==> src/rtl/alu_ctrl_pipe_if.sv <==
// Valid/ready bundle between decode, alu_ctrl_pipe and the ALU.
// ALU_CTRL_PIPE_STATS_EN adds the issued/illegal counters.
interface alu_ctrl_pipe_if #(
    parameter int OP_W  = 4,
    parameter int CMD_W = 4
);
    logic             in_valid;
    logic             in_ready;
    logic [OP_W-1:0]  op_class;
    logic [5:0]       funct;
    logic             out_valid;
    logic             out_ready;
    logic [CMD_W-1:0] ctrl_command;
    logic             illegal;
    logic             busy;
`ifdef ALU_CTRL_PIPE_STATS_EN
    logic [15:0]      issued_cnt;
    logic [15:0]      illegal_cnt;

    modport master (
        output in_valid, op_class, funct, out_ready,
        input  in_ready, out_valid, ctrl_command, illegal, busy,
        input  issued_cnt, illegal_cnt
    );
    modport slave (
        input  in_valid, op_class, funct, out_ready,
        output in_ready, out_valid, ctrl_command, illegal, busy,
        output issued_cnt, illegal_cnt
    );
`else
    modport master (
        output in_valid, op_class, funct, out_ready,
        input  in_ready, out_valid, ctrl_command, illegal, busy
    );
    modport slave (
        input  in_valid, op_class, funct, out_ready,
        output in_ready, out_valid, ctrl_command, illegal, busy
    );
`endif
endinterface

==> src/rtl/alu_ctrl_pipe.sv <==
// Registered ALU control decoder with handshake, MUL occupancy and illegal flag.
// Optional ALU_CTRL_PIPE_STATS_EN adds issued/illegal handshake counters.
module alu_ctrl_pipe #(
    parameter int OP_W    = 4,
    parameter int CMD_W   = 4,
    parameter int MUL_LAT = 3
) (
    input logic            clk,
    input logic            rst,
    alu_ctrl_pipe_if.slave bus
);
    localparam int CNT_W    = $clog2(MUL_LAT + 1);
    localparam bit MUL_GATE = (MUL_LAT > 1);

    if (CMD_W < 4) begin : g_cmd_w_chk
        $error("alu_ctrl_pipe: CMD_W must be at least 4");
    end
    if (MUL_LAT < 1) begin : g_lat_chk
        $error("alu_ctrl_pipe: MUL_LAT must be at least 1");
    end

    typedef enum logic [1:0] {IDLE, FULL, MULWAIT} state_t;

    state_t           state_q;
    logic             out_valid_q;
    logic [CMD_W-1:0] cmd_q;
    logic             illegal_q;
    logic             busy_q;
    logic [CNT_W-1:0] cnt_q;

    logic [3:0]       cmd4_d;
    logic [CMD_W-1:0] cmd_d;
    logic             illegal_d;
    logic             in_ready;
    logic             accept;
    logic             mul_hold;

    function automatic logic [4:0] decode(
        input logic [OP_W-1:0] op,
        input logic [5:0]      f
    );
        logic [3:0] c;
        logic       bad;
        c   = 4'd0;
        bad = 1'b0;
        unique case (1'b1)
            op == OP_W'(0): c = 4'd0;
            op == OP_W'(1): c = 4'd1;
            op == OP_W'(2): c = 4'd2;
            op == OP_W'(3): c = 4'd3;
            op == OP_W'(4): c = 4'd4;
            op == OP_W'(5): begin
                unique case (f)
                    6'h20: c = 4'd0;
                    6'h22: c = 4'd1;
                    6'h18: c = 4'd2;
                    6'h24: c = 4'd3;
                    6'h25: c = 4'd4;
                    6'h26: c = 4'd5;
                    6'h27: c = 4'd6;
                    6'h2A: c = 4'd7;
                    6'h00: c = 4'd8;
                    6'h02: c = 4'd9;
                    default: bad = 1'b1;
                endcase
            end
            default: bad = 1'b1;
        endcase
        return {bad, c};
    endfunction

    assign {illegal_d, cmd4_d} = decode(bus.op_class, bus.funct);
    assign cmd_d = CMD_W'(cmd4_d);

    // A draining MUL blocks pass-through so the ALU sees its occupancy.
    assign mul_hold = MUL_GATE && (cmd_q == CMD_W'(4'd2));

    always_comb begin
        in_ready = 1'b0;
        if (!rst) begin
            unique case (state_q)
                IDLE:    in_ready = 1'b1;
                FULL:    in_ready = bus.out_ready & ~mul_hold;
                default: in_ready = 1'b0;
            endcase
        end
    end

    assign accept = bus.in_valid & in_ready;

    always_ff @(posedge clk) begin
        if (rst) begin
            state_q     <= IDLE;
            out_valid_q <= 1'b0;
            cmd_q       <= '0;
            illegal_q   <= 1'b0;
            busy_q      <= 1'b0;
            cnt_q       <= '0;
        end else begin
            unique case (state_q)
                IDLE: begin
                    if (accept) begin
                        state_q     <= FULL;
                        out_valid_q <= 1'b1;
                        cmd_q       <= cmd_d;
                        illegal_q   <= illegal_d;
                    end
                end
                FULL: begin
                    if (bus.out_ready) begin
                        if (accept) begin
                            cmd_q     <= cmd_d;
                            illegal_q <= illegal_d;
                        end else if (mul_hold) begin
                            state_q     <= MULWAIT;
                            out_valid_q <= 1'b0;
                            busy_q      <= 1'b1;
                            cnt_q       <= CNT_W'(MUL_LAT - 1);
                        end else begin
                            state_q     <= IDLE;
                            out_valid_q <= 1'b0;
                        end
                    end
                end
                MULWAIT: begin
                    cnt_q <= cnt_q - CNT_W'(1);
                    if (cnt_q == CNT_W'(1)) begin
                        state_q <= IDLE;
                        busy_q  <= 1'b0;
                    end
                end
                default: state_q <= IDLE;
            endcase
        end
    end

    assign bus.in_ready     = in_ready;
    assign bus.out_valid    = out_valid_q;
    assign bus.ctrl_command = cmd_q;
    assign bus.illegal      = illegal_q;
    assign bus.busy         = busy_q;

`ifdef ALU_CTRL_PIPE_STATS_EN
    logic [15:0] issued_q;
    logic [15:0] ill_cnt_q;

    always_ff @(posedge clk) begin
        if (rst) begin
            issued_q  <= '0;
            ill_cnt_q <= '0;
        end else if (out_valid_q & bus.out_ready) begin
            issued_q <= issued_q + 16'd1;
            if (illegal_q) begin
                ill_cnt_q <= ill_cnt_q + 16'd1;
            end
        end
    end

    assign bus.issued_cnt  = issued_q;
    assign bus.illegal_cnt = ill_cnt_q;
`endif
endmodule
==> src/flat_wrapper.sv <==
// flat-port wrapper written by rule: the top's interface ports become plain ports
module alu_ctrl_pipe_flat 
#(
    parameter int OP_W    = 4,
    parameter int CMD_W   = 4,
    parameter int MUL_LAT = 3
)
  (clk, rst, bus_in_valid, bus_op_class, bus_funct, bus_out_ready, bus_in_ready, bus_out_valid, bus_ctrl_command, bus_illegal, bus_busy);
  alu_ctrl_pipe_if #(.OP_W(OP_W), .CMD_W(CMD_W)) bus_i ();
  input logic clk;
  input logic rst;
  input wire logic [$bits(bus_i.in_valid)-1:0] bus_in_valid;
  input wire logic [$bits(bus_i.op_class)-1:0] bus_op_class;
  input wire logic [$bits(bus_i.funct)-1:0] bus_funct;
  input wire logic [$bits(bus_i.out_ready)-1:0] bus_out_ready;
  output wire logic [$bits(bus_i.in_ready)-1:0] bus_in_ready;
  output wire logic [$bits(bus_i.out_valid)-1:0] bus_out_valid;
  output wire logic [$bits(bus_i.ctrl_command)-1:0] bus_ctrl_command;
  output wire logic [$bits(bus_i.illegal)-1:0] bus_illegal;
  output wire logic [$bits(bus_i.busy)-1:0] bus_busy;
  assign bus_i.in_valid = bus_in_valid;
  assign bus_i.op_class = bus_op_class;
  assign bus_i.funct = bus_funct;
  assign bus_i.out_ready = bus_out_ready;
  assign bus_in_ready = bus_i.in_ready;
  assign bus_out_valid = bus_i.out_valid;
  assign bus_ctrl_command = bus_i.ctrl_command;
  assign bus_illegal = bus_i.illegal;
  assign bus_busy = bus_i.busy;
  alu_ctrl_pipe #(.OP_W(OP_W), .CMD_W(CMD_W), .MUL_LAT(MUL_LAT)) u_core (.clk(clk), .rst(rst), .bus(bus_i));
endmodule
==> config.mk <==
export PLATFORM = sky130hd
export DESIGN_NAME = alu_ctrl_pipe_flat
export DESIGN_NICKNAME = d
export VERILOG_FILES = /design/src/rtl/alu_ctrl_pipe_if.sv /design/src/rtl/alu_ctrl_pipe.sv /design/src/flat_wrapper.sv
export SDC_FILE = /design/constraint.sdc
export NUM_CORES = 1
export LEC_CHECK = 0
export CAP_MARGIN = 0
export CORE_ASPECT_RATIO = 1.25
export CORE_UTILIZATION = 41
export DETAILED_ROUTE_END_ITERATION = 10
export GPL_TIMING_DRIVEN = 1
export MAX_ROUTING_LAYER = met4
export PLACE_DENSITY = 0.74
export SLEW_MARGIN = 10
export SYNTH_ARGS = -nofsm -noshare
export SYNTH_HDL_FRONTEND = slang
export SYNTH_SLANG_ARGS = --single-unit
==> constraint.sdc <==
create_clock -name clk -period 1.5 [get_ports clk]
set_clock_uncertainty 0.1 [all_clocks]
set_input_delay 0.225 -clock clk [delete_from_list [all_inputs] [get_ports clk]]
set_output_delay 0.225 -clock clk [all_outputs]
set_load 0.01 [all_outputs]
## Yosys cells after proc, flatten, opt, wreduce, memory -nomap -nowiden

Index checks and enable logic that the tools add are counted.

- Bits in registers: 11
- Bits in latches: 0
- RAM bits: 0
- ROM bits: 0
- Bits of input ports: 14
- Output and inout port bits: 8
- Logic and storage cells: 76
- Memories: 0

- $add $sub $neg: 1
- $mul: 0
- Divide/modulo/power cells: 0
- $lt $le $gt $ge: 0
- Equality and inequality tests: 23
- Shift-type cells: 0
- Multiplexer cells: 31
- Bitwise gates (word level): 3
- Reduce and logical (&&, ||, !) cells: 12

Operator list:

| kind | number |
|---|---|
| $eq A6 B6 Y1 const B | 7 |
| $pmux W4 S9 | 1 |
| $pmux W4 S5 | 1 |
| $mux W2 | 8 |
| $eq A4 B2 Y1 const B | 3 |
| $reduce_and A4 Y1 | 3 |
| $mux W1 | 11 |
| $pmux W1 S2 | 5 |
| $reduce_or A10 Y1 | 1 |
| $eq A4 B3 Y1 const B | 2 |
| $mux W4 | 2 |
| $pmux W4 S2 | 1 |
| $eq A6 B2 Y1 const B | 1 |
| $eq A6 B5 Y1 const B | 1 |
| $logic_not A6 Y1 | 1 |
| $ne A2 B1 Y1 const B | 3 |
| $pmux W2 S3 | 1 |
| $reduce_and A5 Y1 | 1 |
| $reduce_or A5 Y1 | 1 |
| $eq A2 B1 Y1 const B | 2 |
| $eq A4 B1 Y1 const B | 1 |
| $logic_not A4 Y1 | 1 |
| $ne A2 B2 Y1 const B | 2 |
| $pmux W2 S2 | 1 |
| 7 further kinds | 9 |

## Longest topological paths before layout

- Depth after elaboration: 9
- Depth in mapped cells: 5
- Gate-level depth less buffers: 5

## Worst setup path after synthesis

OpenSTA, ideal clock, no wires.

- Path type: reg2reg
- Start point: reg u_core.cmd_q[0], in the netlist u_core.bus.ctrl_command[0]
- End point: reg u_core.cmd_q[1], in the netlist u_core.bus.ctrl_command[1]
- Library setup time: 0.079 ns
- Arrival time: 1.428 ns
- Data required time: 1.321 ns
- Setup slack: -0.107 ns
- Cell stages (with the launch flop): 5
- Buffers on the path: 0
- Cell sequence: dfxtp_1 -> nor4b_4 -> a2111oi_4 -> or3b_2 -> o211ai_1

- Word-level cells in the longest chain between the ends: 9

Ends and longest elaborated chain:

| item | line | text |
|---|---|---|
| start, declared | alu_ctrl_pipe.sv:26 | `logic [CMD_W-1:0] cmd_q;` |
| start signal, assigned | alu_ctrl_pipe.sv:105 | `cmd_q <= cmd_d;` |
| start signal, assigned | alu_ctrl_pipe.sv:112 | `cmd_q <= cmd_d;` |
| $eq A4 B2 Y1 * | alu_ctrl_pipe.sv:76 | `assign mul_hold = MUL_GATE && (cmd_q == CMD_W'(4'd2));` |
| $not A1 Y1 * | alu_ctrl_pipe.sv:83 | `FULL: in_ready = bus.out_ready & ~mul_hold;` |
| $and A1 B1 Y1 * | alu_ctrl_pipe.sv:83 |  |
| $pmux W1 S2 * | alu_ctrl_pipe.sv:81 | `unique case (state_q)` |
| $mux W1 * | alu_ctrl_pipe.sv:80 | `if (!rst) begin` |
| $and A1 B1 Y1 * | alu_ctrl_pipe.sv:89 | `assign accept = bus.in_valid & in_ready;` |
| $mux W4 * | - |  |
| $mux W4 | - |  |
| $pmux W4 S2 * | - |  |

Every way passes the cells marked *; elsewhere a longest branch is shown, timed or not. The select of a mux whose other input is x is not followed.
A chain may end at the register's enable or synchronous reset.

## Worst setup path after layout

- Start point: reg u_core.cmd_q[1], in the netlist u_core.bus.ctrl_command[1]
- End point: reg u_core.cmd_q[1], in the netlist u_core.bus.ctrl_command[1]

- Word-level cells in the longest chain between the ends: 9

Ends and longest elaborated chain:

| item | line |
|---|---|
| $eq A4 B2 Y1 | alu_ctrl_pipe.sv:76 |
| $not A1 Y1 | alu_ctrl_pipe.sv:83 |
| $and A1 B1 Y1 | alu_ctrl_pipe.sv:83 |
| $pmux W1 S2 | alu_ctrl_pipe.sv:81 |
| $mux W1 | alu_ctrl_pipe.sv:80 |
| $and A1 B1 Y1 | alu_ctrl_pipe.sv:89 |
| $mux W4 * | - |
| $mux W4 | - |
| $pmux W4 S2 * | - |

Marks and branches as above.

==> metrics.cfg <==
[synthesis]
yosys-top-cells-area = dfxtp_1, nor2_1, a2111oi_4
synth_top_area_cell = dfxtp_1
synth-main-ff-cell = dfxtp_1
synth-edff-count = 0
synth.distinct_cells = 39
ys_seq_area_share_pct = 30.1
synth_nets = 102
ys_ff_latch = 11
ys_async_sr_fraction_pct = 0
yosys_warnings = 0
syn_area_um2 = 731
syn_inst = 87
yosysTopAreaCellShare_pct = 30.1
syn_area_per_cell_um2 = 8.40

[place]
place_ws_ps = -438
port_buffers = 21
hpwl_um = 1540
place.gp.congestion = 0.837

[route]
vias_per_cell = 5.48
drt-total-wl_um = 1840
vias = 828
antenna_left = 0
drt_first_iter_violations = 6
drc = 0
post_drt_wl_per_cell_um = 12.2
first_pass_iters = 4

[cts]
clkLatencyLatePin_ps = 270
cts_tree = built
clock_path_buffers = 2
htree_levels = 1
clock_sinks = 11
cts_root_buf = clkbuf_4
worst_setup_hold_path_clk_slew_ps = 70
cts_buffers = 3

[global_route]
grt_pass1_vias = 821
antenna_found_initial = 0
grt_pass1_wl_um = 3000
gr-total-overflow = 0
grt_usage_pct = 22.1
grt_max_degree = 11

[final_layout]
ff_latch_area_um2 = 224
fillers = 137
layout-drive-gt1-share_pct = 29.3
areaGrowthSynthToFinish_pct = 59.4
layout_common_cells = buf_4, nor2_1, clkdlybuf4s50_1
diodes = 0
multi_input_area_um2 = 482
layout.nets = 149
final_core_utilization_pct = 71.8
final_common_cell = buf_4

[die]
start_util_pct = 45.1
rows = 16
io_pins = 22
core_um2 = 1620
dieArea_um2 = 1960
fp.dieW_um = 39.8
dieHeight_um = 49.2

[sta]
fmax_ghz = 0.626
setup_viol = 7
tns_ps = -399
final_max_slew_viol_count = 0
min_period_over_period_pct = 107
fin_crit_ps = 1600
rsz0062_at_grt = true
layout_setup_ws_ps = -98.0
slew_headroom_pct = 79.2
hold_slack_ps = 331
report.final.hold_viol_count = 0
tightest_slew_ps = 308

[setup_path]
crit_start = u_core.bus.ctrl_command[1]
worstSetupStartpointType = register
cp.required_ps = 1600
worstReg2RegStart = u_core.bus.ctrl_command[1]
worstPathMaxFanout = 8
crit_path_end_kind = register
crit_arrival_ps = 1700
path_class = reg -> reg

[power]
cell_internal_pwr_mw = 0.506
pwr-share-seq_pct = 44.4
power.switching_mw = 0.180
power_frac_comb_pct = 25.8
clkPwrFrac_pct = 29.8
swShare_pct = 26.2
ir_worst_vdd_v = 0.000300
leakagePower_nw = 0.544
power_density_nw_per_um2 = 589
total_power_mw = 0.686

[status]
violations = setup timing
status = finished with violations

[hold_path]
min_path_type = in -> reg
min_from = rst

[flow_run]
cap_violations = 0

## flip-flops by register name, summed over array words and instances (netlist names)
register	count
u_core.state_q	2
u_core.bus.out_valid	1
u_core.bus.ctrl_command	4
u_core.bus.illegal	1
u_core.bus.busy	1
u_core.cnt_q	2
## timing repair
action                     CTS  global route
setup buffers                0             1
setup endpoints to repair   10            10
hold endpoints to repair     0             0
resized for setup           17             4
hold buffers                 0             0
pin swaps                    8             1
## cells by family (layout without fill, tap and decap cells)
logic type               after synthesis  count (layout)  synth area share (%)
AND/OR/NAND/NOR                       46              46                  40.6
adder cells (fa/ha/maj)                1               1                  1.71
buffers and inverters                  8              54                  5.14
flip-flops                            11              11                  30.1
AO/OA/AOI/OAI                         20              20                  21.2
XOR/XNOR                               1               1                  1.20
## final cells by class
type,instances,share of cell area [%]
clock buffers,4,2.26
inverters,6,1.93
multi-input cells,68,41.4
flip-flops and latches,11,19.2
well taps,18,1.93
repair buffers,44,33.3
## metrics by stage
stage,std cells,instance area (um^2)
CTS,150,1150
floorplan,87,738
finish,151,1160
global placement,146,1120
global route,151,1160
detailed placement,146,1120
## layer usage
metal	share of wire, %	global-route usage (%)	up-vias
met5	0	-	-
met4	1.6	11.5	0
met3	3.9	1.83	4
met2	60	44.8	24
met1	35	16.4	383
li1	-	-	417
## critical path, cell delays in order (launching register included)
cell and delay (ps):
dfxtp_1 310, nor4b_4 130, buf_4 140, a2111oi_4 350, buf_4 210, nand4_1 100, o211ai_1 180
## cells in the mapped netlist (all sizes together), types with 2 or more instances
master and number:
nand2b 3, and2b 2, or2 2, nand4 4, dfxtp 11, a21oi 5, nand4b 2, inv 6
o21ai 4, nand2 7, nand3b 2, nor2 11, nor2b 3, a31oi 2
## worst paths after layout
| path | end | slack (ps) | depth (start not counted) |
|---|---|---|---|
| setup / recovery | u_core.bus.ctrl_command[1] | -100 | 6 |
| hold / removal | u_core.bus.ctrl_command[3] | 330 | 3 |
| setup reg to reg | u_core.bus.ctrl_command[1] | -100 | 6 |
| hold reg to reg | u_core.bus.busy | 360 | 2 |
## power by group through the flow
stage / registers (mW) / logic [mW] / clock network, mW
2_1_floorplan: 0.314 / 0.0678 / 0
3_3_place_gp: 0.311 / 0.173 / 0
3_5_place_dp: 0.312 / 0.178 / 0
4_1_cts: 0.305 / 0.176 / 0.213
5_1_grt: 0.306 / 0.193 / 0.226
6_report: 0.305 / 0.177 / 0.204
(Power assumes the default switching activity.)
